===== config.mk =====
export PLATFORM = sky130hd
export DESIGN_NAME = fan_pwm_ramp
export DESIGN_NICKNAME = d
export VERILOG_FILES = /design/src/rtl/fan_pwm_ramp_pkg.sv /design/src/rtl/fan_pwm_ramp_pwm_core.sv /design/src/rtl/fan_pwm_ramp.sv
export SDC_FILE = /design/constraint.sdc
export NUM_CORES = 1
export LEC_CHECK = 0
export BUFFER_PORTS_ARGS = -buffer_cell sky130_fd_sc_hd__buf_2
export CORE_MARGIN = 5
export CORE_UTILIZATION = 50
export CTS_CLUSTER_SIZE = 20
export DETAILED_ROUTE_END_ITERATION = 10
export PLACE_DENSITY_LB_ADDON = 0.12
export SLEW_MARGIN = 5
export SYNTH_ARGS = -nofsm -noshare
export SYNTH_HDL_FRONTEND = slang
export SYNTH_SLANG_ARGS = --single-unit

===== constraint.sdc =====
create_clock -name clk -period 3.37 [get_ports clk]
set_clock_uncertainty 0.05 [all_clocks]
set_input_delay 0.8425 -clock clk [delete_from_list [all_inputs] [get_ports clk]]
set_output_delay 0.8425 -clock clk [all_outputs]
set_load 0.01 [all_outputs]

===== src/rtl/fan_pwm_ramp_pkg.sv =====
// Shared definitions for the fan PWM ramp block: gear encodings, FSM state
// type and the gear-to-duty mapping helper.
package fan_pwm_ramp_pkg;

  localparam logic [1:0] FAN_OFF  = 2'b00;
  localparam logic [1:0] FAN_LOW  = 2'b01;
  localparam logic [1:0] FAN_MID  = 2'b10;
  localparam logic [1:0] FAN_HIGH = 2'b11;

  typedef enum logic [2:0] {
    ST_IDLE      = 3'd0,
    ST_RAMP_UP   = 3'd1,
    ST_RAMP_DOWN = 3'd2,
    ST_HOLD      = 3'd3,
    ST_STOP      = 3'd4
  } fan_fsm_e;

  function automatic int unsigned gear_duty(input logic [1:0] gear,
                                            input int unsigned lo,
                                            input int unsigned mid,
                                            input int unsigned hi);
    case (gear)
      FAN_LOW:  return lo;
      FAN_MID:  return mid;
      FAN_HIGH: return hi;
      default:  return 0;
    endcase
  endfunction

endpackage


===== src/rtl/fan_pwm_ramp_pwm_core.sv =====
// pwm_core: free-running PWM period counter and registered duty compare.
//  clk, reset : clock, asynchronous active-high reset
//  duty       : duty that will be applied in the cycle after this edge
//  pwm_out    : registered drive, high while cnt < applied duty
//  boundary   : high on the last cycle of each PWM period (cnt == PERIOD-1)
module pwm_core #(
  parameter int unsigned PERIOD = 10,
  parameter int unsigned DW     = 4
) (
  input  logic          clk,
  input  logic          reset,
  input  logic [DW-1:0] duty,
  output logic          pwm_out,
  output logic          boundary
);

  localparam int unsigned CW = $clog2(PERIOD);

  logic [CW-1:0] cnt_q, cnt_d;
  logic          pwm_q, pwm_d;

  always_comb begin
    boundary = (cnt_q == CW'(PERIOD - 1));
    cnt_d    = boundary ? '0 : cnt_q + CW'(1);
    // Compare the next count against the next duty so the registered output
    // lines up with the count/duty pair held during the following cycle.
    pwm_d    = (DW'(cnt_d) < duty);
  end

  always_ff @(posedge clk or posedge reset) begin
    if (reset) begin
      cnt_q <= '0;
      pwm_q <= 1'b0;
    end else begin
      cnt_q <= cnt_d;
      pwm_q <= pwm_d;
    end
  end

  assign pwm_out = pwm_q;

endmodule


===== src/rtl/fan_pwm_ramp.sv =====
// fan_pwm_ramp: turns the 2-bit fan gear into a PWM motor drive with a
// soft-start/soft-stop duty ramp and a hard cut-off on battery exhaustion.
//  clk, reset    : clock, asynchronous active-high reset
//  fan_state     : gear 00 off, 01 low, 10 mid, 11 high
//  battery_empty : level, forces immediate stop while high
//  pwm_out       : registered motor drive
//  duty_now      : duty applied in the current PWM period
//  ramp_busy     : duty_now differs from the gear target (not stopped)
//  at_target     : duty_now equals the gear target (not stopped)
//  stopped       : in STOP state
module fan_pwm_ramp
  import fan_pwm_ramp_pkg::*;
#(
  parameter int unsigned PERIOD       = 10,
  parameter int unsigned DUTY_LOW     = 3,
  parameter int unsigned DUTY_MID     = 6,
  parameter int unsigned DUTY_HIGH    = 10,
  parameter int unsigned RAMP_PERIODS = 2
) (
  input  logic                         clk,
  input  logic                         reset,
  input  logic [1:0]                   fan_state,
  input  logic                         battery_empty,
  output logic                         pwm_out,
  output logic [$clog2(PERIOD+1)-1:0]  duty_now,
  output logic                         ramp_busy,
  output logic                         at_target,
  output logic                         stopped
);

  localparam int unsigned DW = $clog2(PERIOD + 1);
  localparam int unsigned SW = (RAMP_PERIODS > 1) ? $clog2(RAMP_PERIODS) : 1;

  if (PERIOD < 2 || RAMP_PERIODS < 1 ||
      DUTY_LOW > PERIOD || DUTY_MID > PERIOD || DUTY_HIGH > PERIOD) begin : g_bad_param
    $error("fan_pwm_ramp: illegal parameter set");
  end

  fan_fsm_e      state_q, state_d;
  logic [DW-1:0] duty_q, duty_d;
  logic [SW-1:0] step_q, step_d;
  logic [SW-1:0] step_eff;
  logic [DW-1:0] target;
  logic [DW-1:0] duty_step;
  logic          boundary;
  logic          go_up;

  always_comb begin
    target    = DW'(gear_duty(fan_state, DUTY_LOW, DUTY_MID, DUTY_HIGH));
    state_d   = state_q;
    duty_d    = duty_q;
    step_d    = step_q;
    go_up     = (target > duty_q);
    step_eff  = '0;
    duty_step = duty_q;

    if (battery_empty) begin
      state_d = ST_STOP;
      duty_d  = '0;
      step_d  = '0;
    end else if (state_q == ST_STOP) begin
      state_d = ST_IDLE;
    end else if (boundary) begin
      if (target == duty_q) begin
        state_d = (duty_q == '0) ? ST_IDLE : ST_HOLD;
        step_d  = '0;
      end else begin
        // The boundary that starts a ramp (from IDLE/HOLD or a reversal)
        // counts as the first of the RAMP_PERIODS boundaries of that step.
        if ((go_up && state_q == ST_RAMP_UP) || (!go_up && state_q == ST_RAMP_DOWN))
          step_eff = step_q;
        if (step_eff == SW'(RAMP_PERIODS - 1)) begin
          if (go_up && duty_q < DW'(PERIOD))
            duty_step = duty_q + DW'(1);
          else if (!go_up && duty_q > '0)
            duty_step = duty_q - DW'(1);
          duty_d = duty_step;
          step_d = '0;
          if (duty_step == target)
            state_d = (target == '0) ? ST_IDLE : ST_HOLD;
          else
            state_d = go_up ? ST_RAMP_UP : ST_RAMP_DOWN;
        end else begin
          step_d  = step_eff + SW'(1);
          state_d = go_up ? ST_RAMP_UP : ST_RAMP_DOWN;
        end
      end
    end
  end

  always_ff @(posedge clk or posedge reset) begin
    if (reset) begin
      state_q <= ST_IDLE;
      duty_q  <= '0;
      step_q  <= '0;
    end else begin
      state_q <= state_d;
      duty_q  <= duty_d;
      step_q  <= step_d;
    end
  end

  pwm_core #(
    .PERIOD (PERIOD),
    .DW     (DW)
  ) u_pwm_core (
    .clk      (clk),
    .reset    (reset),
    .duty     (duty_d),
    .pwm_out  (pwm_out),
    .boundary (boundary)
  );

  assign duty_now  = duty_q;
  assign stopped   = (state_q == ST_STOP);
  assign ramp_busy = !stopped && (duty_q != target);
  assign at_target = !stopped && (duty_q == target);

endmodule


# ---- After elaboration in Yosys (flattened, before gate mapping)
# Index checks and enable logic that the tools add are counted.
# Widths: inputs -> output; s select.
dict set report totals {
  reg_bits 13
  in_bits 5
  wordCells 72
}
dict set report classes {
  add_sub_neg 4
  n_lt_le_gt_ge 4
  eq_ne 12
  n_mux 33
  reduce_logical 14
}
# operator count
set op_table {}
lappend op_table {{$mux 4} 13}
lappend op_table {{$mux 3} 5}
lappend op_table {{$eq 4x4->1} 3}
lappend op_table {{$pmux 4 s3} 1}
lappend op_table {{$mux 1} 10}
lappend op_table {{$add 4x1->4 const B} 2}
lappend op_table {{$logic_not 4->1} 2}
lappend op_table {{$mux 2} 4}
lappend op_table {{$logic_and 1x1->1} 6}
lappend op_table {{$eq 2x2->1 const B} 2}
lappend op_table {{$eq 4x4->1 const B} 1}
lappend op_table {{$gt 4x1->1 const B} 1}
lappend op_table {{$gt 4x4->1} 1}
lappend op_table {{$lt 4x4->1} 1}
lappend op_table {{$lt 4x4->1 const B} 1}
lappend op_table {{$ne 4x4->1} 1}
lappend op_table {{$sub 4x1->4 const B} 1}
lappend op_table {{$eq 3x1->1 const B} 1}
lappend op_table {{$eq 3x2->1 const B} 1}
lappend op_table {{$eq 3x3->1 const B} 1}
lappend op_table {{$reduce_bool 3->1} 1}
lappend op_table {{$eq 2x1->1 const B} 1}
lappend op_table {{$logic_not 1->1} 2}
lappend op_table {{$ne 2x2->1 const B} 1}
lappend op_table {{4 further kinds} 4}

# ---- Depth between registers and ports, before layout
# Gate-level depths: netlist (run 1).
dict set report logic_depth {
  depth_word 23
  depth_mapped 14
}

# ---- Hierarchy
# A second synthesis (run 1) with hierarchy kept.
dict set report hier_totals {
  hier_cells 142
  hier_area_um2 1139.8
}
# module instances cells_per_inst area_per_inst_um2 seq_area_each_um2
set modules_own_cells {}
lappend modules_own_cells {fan_pwm_ramp 1 113 864.6 200.2}
lappend modules_own_cells {pwm_core 1 29 275.3 125.1}

# ---- Least setup slack after synthesis (run 1)
# Ideal clock, no wire load.
dict set report synth_path {
  path_type {input port to flip-flop}
  from {in fan_state[1]}
  to {reg u_pwm_core.pwm_q (netlist: u_pwm_core.pwm_out)}
  setup_ns 0.119
  t_arrival_ns 3.537
  t_required_ns 3.201
  path_slack_ns -0.335
  cell_stages 11
  path_cell_list {or2_2 > ha_1 > and4_1 > buf_6 > a21oi_4 > mux4_2 > mux2_2 > or2_2 > ha_1 > nand2_1 > o21a_1}
}
dict set report synth_via {
  elab_chain_len 18
  word_cells_on_any_way 30
  cone_classes {order compare (2); eq/ne (4); mux (18); reduce/logical (6)}
}
# element line_no
set synth_lines {}
lappend synth_lines {{start, declared} fan_pwm_ramp.sv:22} ;# input logic [1:0] fan_state,
lappend synth_lines {{$eq 2x2->1 / $eq 2x1->1 (equally long branches)} fan_pwm_ramp_pkg.sv:22} ;# case (gear)
lappend synth_lines {{$pmux 4 s3 (*)} fan_pwm_ramp_pkg.sv:22}
lappend synth_lines {{$gt 4x4->1} fan_pwm_ramp.sv:53} ;# go_up = (target > duty_q);
lappend synth_lines {{$logic_not 1->1} {fan_pwm_ramp.sv:70, fan_pwm_ramp.sv:75}}
lappend synth_lines {{$logic_and 1x1->1} fan_pwm_ramp.sv:75} ;# else if (!go_up && duty_q > '0)
lappend synth_lines {{$mux 4} fan_pwm_ramp.sv:75}
lappend synth_lines {{$mux 4} fan_pwm_ramp.sv:73} ;# if (go_up && duty_q < DW'(PERIOD))
lappend synth_lines {{$mux 4} fan_pwm_ramp.sv:72} ;# if (step_eff == SW'(RAMP_PERIODS - 1)) begin
lappend synth_lines {{(+3 left out)} n/a}
lappend synth_lines {{$mux 4} fan_pwm_ramp.sv:57} ;# if (battery_empty) begin
lappend synth_lines {{$mux 4} fan_pwm_ramp.sv:72}
lappend synth_lines {{$mux 4 (*)} fan_pwm_ramp.sv:64} ;# if (target == duty_q) begin
lappend synth_lines {{$mux 4 (*)} fan_pwm_ramp.sv:63} ;# end else if (boundary) begin
lappend synth_lines {{$mux 4 (*)} fan_pwm_ramp.sv:61} ;# end else if (state_q == ST_STOP) begin
lappend synth_lines {{$mux 4 (*)} fan_pwm_ramp.sv:57}
lappend synth_lines {{$lt 4x4->1 (*)} fan_pwm_ramp_pwm_core.sv:27} ;# pwm_d = (DW'(cnt_d) < duty);
lappend synth_lines {{named net u_pwm_core.pwm_d} fan_pwm_ramp_pwm_core.sv:20} ;# logic pwm_q, pwm_d;
lappend synth_lines {{end signal, assigned} fan_pwm_ramp_pwm_core.sv:36} ;# pwm_q <= pwm_d;
lappend synth_lines {{end, declared} fan_pwm_ramp_pwm_core.sv:20}
# Mark *: on every way through the listed nets, which the timed path passes. The rest lies on a longest branch. The select of a mux whose other input is x is not followed.
# A chain may end at the register's enable or synchronous reset.

# ---- Worst setup path in the final report (run 1)
dict set report layout_path {
  from {in fan_state[0]}
  to {reg u_pwm_core.pwm_q (netlist: u_pwm_core.pwm_out)}
}
# Same word-level chain as after synthesis.

==> reports/summary.txt, run 1 <==
switching power = 95.90 µW
Initial Utilization = 53.00%
overall power = 339.6 µW
Synth Net Count = 148
register share of total power = 46.5%
Max Cap Violations = 0
Final Setup Violations = 1
Total GRT Usage = 18.87%
Top-Level Pins = 13
ys async rst share = 100.0%
status = complete, but fails checks
Setup crit end kind = register
remaining antenna violation count = 0
drt initial violations = 31
Post-Synth Adder-Cell Area = 9.514%
worst slew pin tran = 0.4961 ns
violated checks = setup timing
register area = 325.3 µm²
layout cells sized above 1 = 39.08%
Fillers = 189
largest family of logic cells by synthesized area = simple AND/OR/NAND/NOR gates
Hold Fails Final Rpt = 0
Via density = 5.579
mean post-synth cell area = 8.833 µm²
max-slew violation count = 0
routed length per instance = 14.50 µm
Detailed Route WL = 2928 µm
area fraction of the dominant cell type after synthesis = 27.48%
sw frac = 28.24%
count leader, synth = nand2_1
unrepaired setup endpoints after global routing = true
fin worst setup slack = -0.06637 ns
Post-synth EDFFs = 0
Critical Path RT = 3.49 ns
clock sinks = 13
Root Driver = clkbuf_4
Multi-input gate area = 905.9 µm²
# port buffers = 12
CTS tree = yes
Logic pwr share = 25.5%
Total Nets Final = 189
Max H-tree Level = 1
grt ovf = 0
vias in the first global route = 1138
largest net degree at the start of global routing = 14
worst-case clock buffer depth = 2
Reg clk slew, reported paths = 0.08 ns
HP Class = register to register
#FFs+latches synth = 13
crit path DAT = 3.56 ns
Die Height = 58.66 µm
post-synth top area cell = dfrtp_1
Via Count = 1127
post-layout min period = 3.436 ns
CP max FO = 5
crit start category = input port
Die X = 58.66 µm
Max Clk Rate = 0.2910 GHz
final worst-path cycle share = 102.0%
Int Pwr = 243.7 µW
relative slew slack = 66.47%
Peak VDD IR = 0.2938 mV
Pre-antenna DRT Iters = 4
Cell Pwr Density = 210.9 nW/µm²
Layout area overhead = 36.05%
main flop type after synthesis = dfrtp_1
post-synthesis cell count = 134
Core Area = 2233 µm²
Crit Path Category = input port to register
YS warnings = 0
Cell variety after synth = 48
Synth Area in XOR/XNOR = 2.220%
Clock Latency Late Sink = 0.27 ns
first-pass GRT wire length = 5071 µm
total die area = 3440 µm²
setup_tns = -0.06637 ns
gpl congestion = 0.8207
row cnt = 17
Leakage = 0.7551 nW
cells taking the most area after synthesis = dfrtp_1 27%, ha_1 9.5%, nand2_1 5.1%, nor2_1 4.8%, inv_1 4.4%
DRC Markers = 0
synth cell count leaders = 16 x nand2_1, 15 x nor2_1, 14 x inv_1, 13 x dfrtp_1, 9 x ha_1
mux share of post-synthesis cell area = 6.237%
clock power share = 27.9%
post-synthesis compound-gate area fraction = 19.45%
CTS Buf Count = 3
sequential share of the synthesized area = 27.48%
DP HPWL = 2346 µm
n_diodes = 0
initial antenna violation count = 0
Synth Cell Area = 1184 µm²
simple-gate share of the synthesized area = 29.70%
==> critical path: stages <==
cell      delay, ns
buf_6          0.10
or2_4          0.25
ha_4           0.27
nor2b_4        0.15
o211ai_4       0.10
a21oi_4        0.28
mux4_2         0.56
mux2_4         0.28
or2_4          0.27
ha_4           0.26
nand2_2        0.04
o21a_1         0.15
==> layout make-up <==
| type | instances | area share, % |
|---|---|---|
| clock buffer | 3 | 1.399 |
| sequential | 13 | 20.20 |
| clock inverter | 1 | 0.3108 |
| inverter | 14 | 3.263 |
| tap | 28 | 2.176 |
| timing repair buffer | 37 | 16.39 |
| multi-input combinational | 106 | 56.26 |
==> state kept, by name (all words and copies together), names as in the netlist <==
register and count:
duty_now 4, state_q 3, step_q 1, u_pwm_core.cnt_q 4
u_pwm_core.pwm_out 1
==> cells in the final DEF, fill, tap and decap left out, types with 5 or more instances in the layout <==
cell,n
buf_4,24
nand2_1,15
ha_1,5
dfrtp_1,13
inv_1,14
buf_2,10
nor2_1,15
==> through the flow <==
| step | setup WS (ns) | utilization, % | instance area, µm² | cells | hold slack, ns |
|---|---|---|---|---|---|
| global route | -0.1249 | 72.10 | 1610 | 202 | 0.5240 |
| floorplan | -0.1827 | - | 1230 | 134 | 0.4451 |
| global placement | -0.2879 | 65.55 | 1464 | 193 | 0.4702 |
| detailed placement | -0.3636 | 65.55 | 1464 | 193 | 0.4756 |
| CTS | -0.04042 | 68.35 | 1526 | 200 | 0.4949 |
| finish | -0.06637 | 72.10 | 1610 | 202 | 0.5016 |
==> routing by layer <==
metal	global-route usage (%)	share of wire (%)	vias to the layer above
met4	4.531	1.6	0
li1	-	-	573
met3	3.509	2.4	6
met2	33.65	51	19
met5	0	0	-
met1	23.43	45	529
==> final timing paths <==
kind | slack [ns] | start | cells past startpoint | endpoint
hold reg to reg | 0.50 | state_q[2] | 1 | state_q[2]
max in group asynchronous | 2.42 | reset | 2 | duty_now[0]
min in group asynchronous | 0.52 | reset | 2 | u_pwm_core.cnt_q[2]
hold / removal | 0.50 | state_q[2] | 1 | state_q[2]
setup / recovery | -0.07 | fan_state[0] | 12 | u_pwm_core.pwm_out
setup reg to reg | 0.24 | duty_now[2] | 10 | u_pwm_core.pwm_out
==> power by group through the flow <==
stage | sequential (mW) | combinational [mW] | clock, mW
after floorplan | 0.161 | 0.0497 | 0
after global placement | 0.161 | 0.0734 | 0
after detailed placement | 0.161 | 0.0758 | 0
after CTS | 0.158 | 0.0801 | 0.101
after global routing | 0.158 | 0.0947 | 0.108
final | 0.158 | 0.0866 | 0.0949
==> what timing repair did <==
action,4_1_cts,5_1_grt
setup endpoints to repair,1,3
gates resized for setup,3,11
pin swaps,4,9
hold buffers,0,0
buffers inserted,3,2
==> cells by family after synthesis <==
group,count (synthesis)
adder cells (fa/ha/maj),9
buffers and inverters,15
XOR/XNOR,3
AO/OA/AOI/OAI,26
AND/OR/NAND/NOR,62
flip-flops,13
multiplexers,6
Power figures use the tool's default switching activity.
==> run 2: changes to the inputs <==
--- a/config.mk
+++ b/config.mk
@@ -7,7 +7,7 @@
 export LEC_CHECK = 0
 export BUFFER_PORTS_ARGS = -buffer_cell sky130_fd_sc_hd__buf_2
 export CORE_MARGIN = 5
-export CORE_UTILIZATION = 50
+export CORE_UTILIZATION = 38
 export CTS_CLUSTER_SIZE = 20
 export DETAILED_ROUTE_END_ITERATION = 10
 export PLACE_DENSITY_LB_ADDON = 0.12
==> run 2 against run 1 <==
  * The run still ends with setup timing left
  * Cell count up 11%
  * Die area is 26% higher
  * Sequential power barely moved
  * Combinational power shrank 2%
  * Non-clock buffer count grew 6
  * Power down 0.73%
  * Utilization decreased by 17 points
==> reports/summary.txt, run 2 (synthesis results as in run 1) <==
unrepaired setup endpoints after global routing = true
Logic pwr share = 25.2%
initial antenna violation count = 0
clock power share = 27.9%
total die area = 4331 µm²
violated checks = setup timing
Die X = 65.81 µm
final worst-path cycle share = 101.8%
sw frac = 27.47%
worst-case clock buffer depth = 2
DRC Markers = 0
Int Pwr = 244.5 µW
Total GRT Usage = 15.12%
largest net degree at the start of global routing = 14
Initial Utilization = 39.09%
RR Endpoint = u_pwm_core.pwm_out
Final Setup Violations = 3
routed length per instance = 13.17 µm
Root Driver = clkbuf_4
DP HPWL = 2374 µm
Fillers = 279
Reg clk slew, reported paths = 0.08 ns
Via density = 5.125
hold_ws = 0.4906 ns
critical path's slowest cell = mux4_2
CP max FO = 5
crit path DAT = 3.54 ns
Total Nets Final = 195
worst slew pin tran = 0.5307 ns
n_diodes = 0
Critical Path, Cell by Cell = buf_6, or2_4, ha_4, nor2b_4, o211ai_4, a21oi_4, mux4_2, mux2_4, or2_4, ha_4, nand2_2, o21a_1
hold_buf cts = 0
Crit Path Category = input port to register
Hold Fails Final Rpt = 0
Clock Latency Late Sink = 0.27 ns
relative slew slack = 64.14%
gpl congestion = 0.8899
Top-Level Pins = 13
overall power = 337.1 µW
drt initial violations = 43
max incr delay on CP = 0.56 ns
row cnt = 20
remaining antenna violation count = 0
register area = 325.3 µm²
Via Count = 1148
Worst R2R Path Depth = 10
max-slew violation count = 0
vias in the first global route = 1133
HP Class = register to register
Core Area = 3028 µm²
Final Instance Area = 1667 µm²
grt ovf = 0
worst hold path endpoint = state_q[2]
Max Cap Violations = 0
reg2reg start = duty_now[2]
register share of total power = 46.9%
Cell Pwr Density = 202.3 nW/µm²
CTS tree = yes
status = complete, but fails checks
Pre-antenna DRT Iters = 4
fin worst setup slack = -0.05951 ns
Leakage = 0.7783 nW
Max Clk Rate = 0.2916 GHz
Critical Path RT = 3.48 ns
Multi-input gate area = 890.9 µm²
Detailed Route WL = 2949 µm
Finished Layout Cells = 224
WHS Path Cells = 1
switching power = 92.59 µW
Setup crit end kind = register
crit start category = input port
CTS Buf Count = 3
Max H-tree Level = 1
clock sinks = 13
first-pass GRT wire length = 5078 µm
# port buffers = 12
Layout area overhead = 40.80%
Die Height = 65.81 µm
Peak VDD IR = 0.1952 mV
Hold Crit Start = state_q[2]
commonest non-fill, non-tap cell in the layout = buf_4
reg-to-reg slack, setup = 0.23 ns
Placed Cells = 211
Placed Instance Area = 1499 µm²
layout cells sized above 1 = 40.00%
most frequent cells in the layout = 28 x buf_4, 15 x nor2_1, 15 x nand2_1
post-layout min period = 3.430 ns
==> run 2: through the flow <==
stage               setup WS (ns)  util [%]  setup TNS, ns
floorplan                 -0.1827         -        -0.1827
global placement          -0.3766     49.50        -0.6375
detailed placement        -0.4535     49.50        -0.8211
CTS                      -0.04492     52.81       -0.04492
global route              -0.1316     55.04        -0.3579
finish                   -0.05951     55.04        -0.1026
==> run 2: worst max-delay path by stage <==
| stage | from | to | slack (ns) |
|---|---|---|---|
| 4_1_cts | fan_state[0] | u_pwm_core.pwm_out | -0.04 |
| 2_1_floorplan | fan_state[1] | u_pwm_core.pwm_out | -0.18 |
| 3_3_place_gp | fan_state[1] | u_pwm_core.pwm_out | -0.38 |
| 5_1_grt | fan_state[1] | u_pwm_core.pwm_out | -0.13 |
| 6_report | fan_state[1] | u_pwm_core.pwm_out | -0.06 |
| 3_5_place_dp | fan_state[1] | u_pwm_core.pwm_out | -0.45 |
==> run 2: cell type report <==
cell class	instances	share of cell area (%)
flip-flops and latches	13	19.52
inverters	14	3.153
clock buffers	4	1.577
repair buffers	43	18.99
well taps	44	3.303
multi-input cells	106	53.45
==> run 2: layer usage <==
layer / wire, µm / up-vias / GRT usage (%)
met5: 0 / - / 0
met4: 15 / 0 / 2.332
met3: 75 / 2 / 3.401
met2: 1486 / 13 / 25.78
met1: 1372 / 553 / 19.77
li1: - / 580 / -
==> run 2: critical path: cells and delay by family <==
| kind | cells | cell delay, ns |
|---|---|---|
| AOI/OAI and AO/OA | 3 | 0.55 |
| and+or+nand+nor | 4 | 0.68 |
| muxes | 2 | 0.83 |
| buffers and inverters | 1 | 0.09 |
| adders and majority gates | 2 | 0.53 |
==> run 2: power groups by stage <==
stage               sequential, mW  combinational [mW]  clock, mW
floorplan                    0.161              0.0497          0
global placement             0.161              0.0755          0
detailed placement           0.161              0.0776          0
CTS                          0.158              0.0813     0.0997
global route                 0.158              0.0937      0.110
finish                       0.158              0.0850     0.0942
==> run 2: repair_timing <==
action	4_1_cts	5_1_grt
setup buffers	6	3
setup endpoints to repair	1	2
resized for setup	6	7
pin swaps	11	13
==> run 3: changes to the inputs <==
--- a/config.mk
+++ b/config.mk
@@ -11,6 +11,7 @@
 export CTS_CLUSTER_SIZE = 20
 export DETAILED_ROUTE_END_ITERATION = 10
 export PLACE_DENSITY_LB_ADDON = 0.12
+export RECOVER_POWER = 100
 export SLEW_MARGIN = 5
 export SYNTH_ARGS = -nofsm -noshare
 export SYNTH_HDL_FRONTEND = slang
==> run 3 against run 2 <==
  * The run still ends with setup timing left
  * Clock-buffer cell count unchanged
  * Flip-flop and latch count unchanged
  * Die area unchanged
  * Clock power about the same
  * Global-route usage unchanged
  * Setup slack about the same
  * Combinational power about the same
  * Utilization down 0.21 points
  * Sequential power about the same
  * Critical path depth unchanged
  * Power about the same
  * Wire length about the same
==> reports/summary.txt, run 3 (synthesis results as in run 1) <==
most frequent cells in the layout = 27 x buf_4, 15 x nor2_1, 15 x nand2_1
Max H-tree Level = 1
Via Count = 1150
Die X = 65.81 µm
sw frac = 27.51%
n_diodes = 0
max-slew violation count = 0
post-layout min period = 3.430 ns
Critical Path RT = 3.48 ns
crit start category = input port
register share of total power = 46.9%
row cnt = 20
largest net degree at the start of global routing = 14
critical path's slowest cell = mux4_2
clock sinks = 13
Logic pwr share = 25.2%
commonest non-fill, non-tap cell in the layout = buf_4
Core Area = 3028 µm²
Total Nets Final = 195
unrepaired setup endpoints after global routing = true
Multi-input gate area = 890.9 µm²
status = complete, but fails checks
DRC Markers = 0
Final Util = 54.83%
CTS tree = yes
CTS Buf Count = 3
switching power = 92.71 µW
layout cells sized above 1 = 38.33%
Peak VDD IR = 0.1974 mV
CP bufs+invs = 1
first-pass GRT wire length = 5078 µm
Max Clk Rate = 0.2916 GHz
Die Height = 65.81 µm
Hold Fails Final Rpt = 0
Hold Crit Start = state_q[2]
drt initial violations = 44
Detailed Route WL = 2950 µm
reg2reg start = duty_now[2]
gpl congestion = 0.8899
final worst-path cycle share = 101.8%
Reg clk slew, reported paths = 0.08 ns
fin worst setup slack = -0.05979 ns
Final Setup Violations = 3
CP max FO = 5
Total GRT Usage = 15.12%
register area = 325.3 µm²
worst hold path endpoint = state_q[2]
Layout area overhead = 40.27%
max incr delay on CP = 0.56 ns
clock power share = 28.0%
Worst R2R Path Depth = 10
Fillers = 283
Via density = 5.134
Clock Latency Late Sink = 0.27 ns
setup_tns = -0.1028 ns
Int Pwr = 244.2 µW
crit path DAT = 3.54 ns
CP delay by family, top = multiplexers
reg-to-reg slack, setup = 0.23 ns
initial antenna violation count = 0
DP HPWL = 2374 µm
relative slew slack = 64.14%
violated checks = setup timing
Initial Utilization = 39.09%
vias in the first global route = 1133
worst slew pin tran = 0.5307 ns
Cell Pwr Density = 202.9 nW/µm²
total die area = 4331 µm²
Crit Path Category = input port to register
Leakage = 0.7673 nW
Pre-antenna DRT Iters = 4
worst-case clock buffer depth = 2
routed length per instance = 13.17 µm
Setup crit end kind = register
Top-Level Pins = 13
HP Class = register to register
WHS Path Cells = 1
RR Endpoint = u_pwm_core.pwm_out
# port buffers = 12
remaining antenna violation count = 0
Root Driver = clkbuf_4
Critical Path, Cell by Cell = buf_6, or2_4, ha_4, nor2b_4, o211ai_4, a21oi_4, mux4_2, mux2_4, or2_4, ha_4, nand2_2, o21a_1
grt ovf = 0
Max Cap Violations = 0
## run 3: cell count changes in the layout (fill, tap and decap cells not counted), sizes merged
cell	change
buf	-3
clkbuf	+3
## run 3: worst max path at each step
stage | slack (ns) | end | cells past startpoint | from
finish | -0.06 | u_pwm_core.pwm_out | 12 | fan_state[1]
floorplan | -0.18 | u_pwm_core.pwm_out | 11 | fan_state[1]
global route | -0.13 | u_pwm_core.pwm_out | 12 | fan_state[1]
global placement | -0.38 | u_pwm_core.pwm_out | 14 | fan_state[1]
CTS | -0.04 | u_pwm_core.pwm_out | 14 | fan_state[0]
detailed placement | -0.45 | u_pwm_core.pwm_out | 15 | fan_state[1]
## run 3: timing repair
item | 4_1_cts | 5_1_grt
endpoints found under the setup margin | 1 | 2
pin swaps | 11 | 13
hold buffers | 0 | 0
setup buffers | 6 | 3
gates resized for setup | 6 | 7
## run 3: power by group through the flow
stage	registers, mW	clock network [mW]	logic (mW)
after floorplan	0.161	0	0.0497
after global placement	0.161	0	0.0755
after detailed placement	0.161	0	0.0776
after CTS	0.158	0.0997	0.0813
after global routing	0.158	0.110	0.0934
final	0.158	0.0942	0.0848
## run 3: metal layers
| metal | wire (µm) | GRT usage (%) | up-vias |
|---|---|---|---|
| met1 | 1377 | 19.77 | 554 |
| li1 | - | - | 581 |
| met2 | 1482 | 25.78 | 13 |
| met3 | 74 | 3.401 | 2 |
| met5 | 0 | 0 | - |
| met4 | 15 | 2.332 | 0 |
## run 3: metrics by stage
stage	setup slack (ns)	instance area [µm²]	total power, mW	hold slack, ns	std cells
CTS	-0.04492	1599	0.3389	0.4923	221
detailed placement	-0.4535	1499	0.2387	0.4755	211
floorplan	-0.1827	1230	0.2105	0.4451	134
finish	-0.05979	1660	0.3370	0.4903	224
global route	-0.1316	1660	0.3611	0.5232	224
global placement	-0.3766	1499	0.2366	0.4701	211
## run 3: layout make-up
class,count,area share (%)
Multi-Input combinational cell,106,53.65
Sequential cell,13,19.59
Timing Repair Buffer,43,18.69
Tap cell,44,3.316
Inverter,14,3.165
Clock buffer,4,1.583
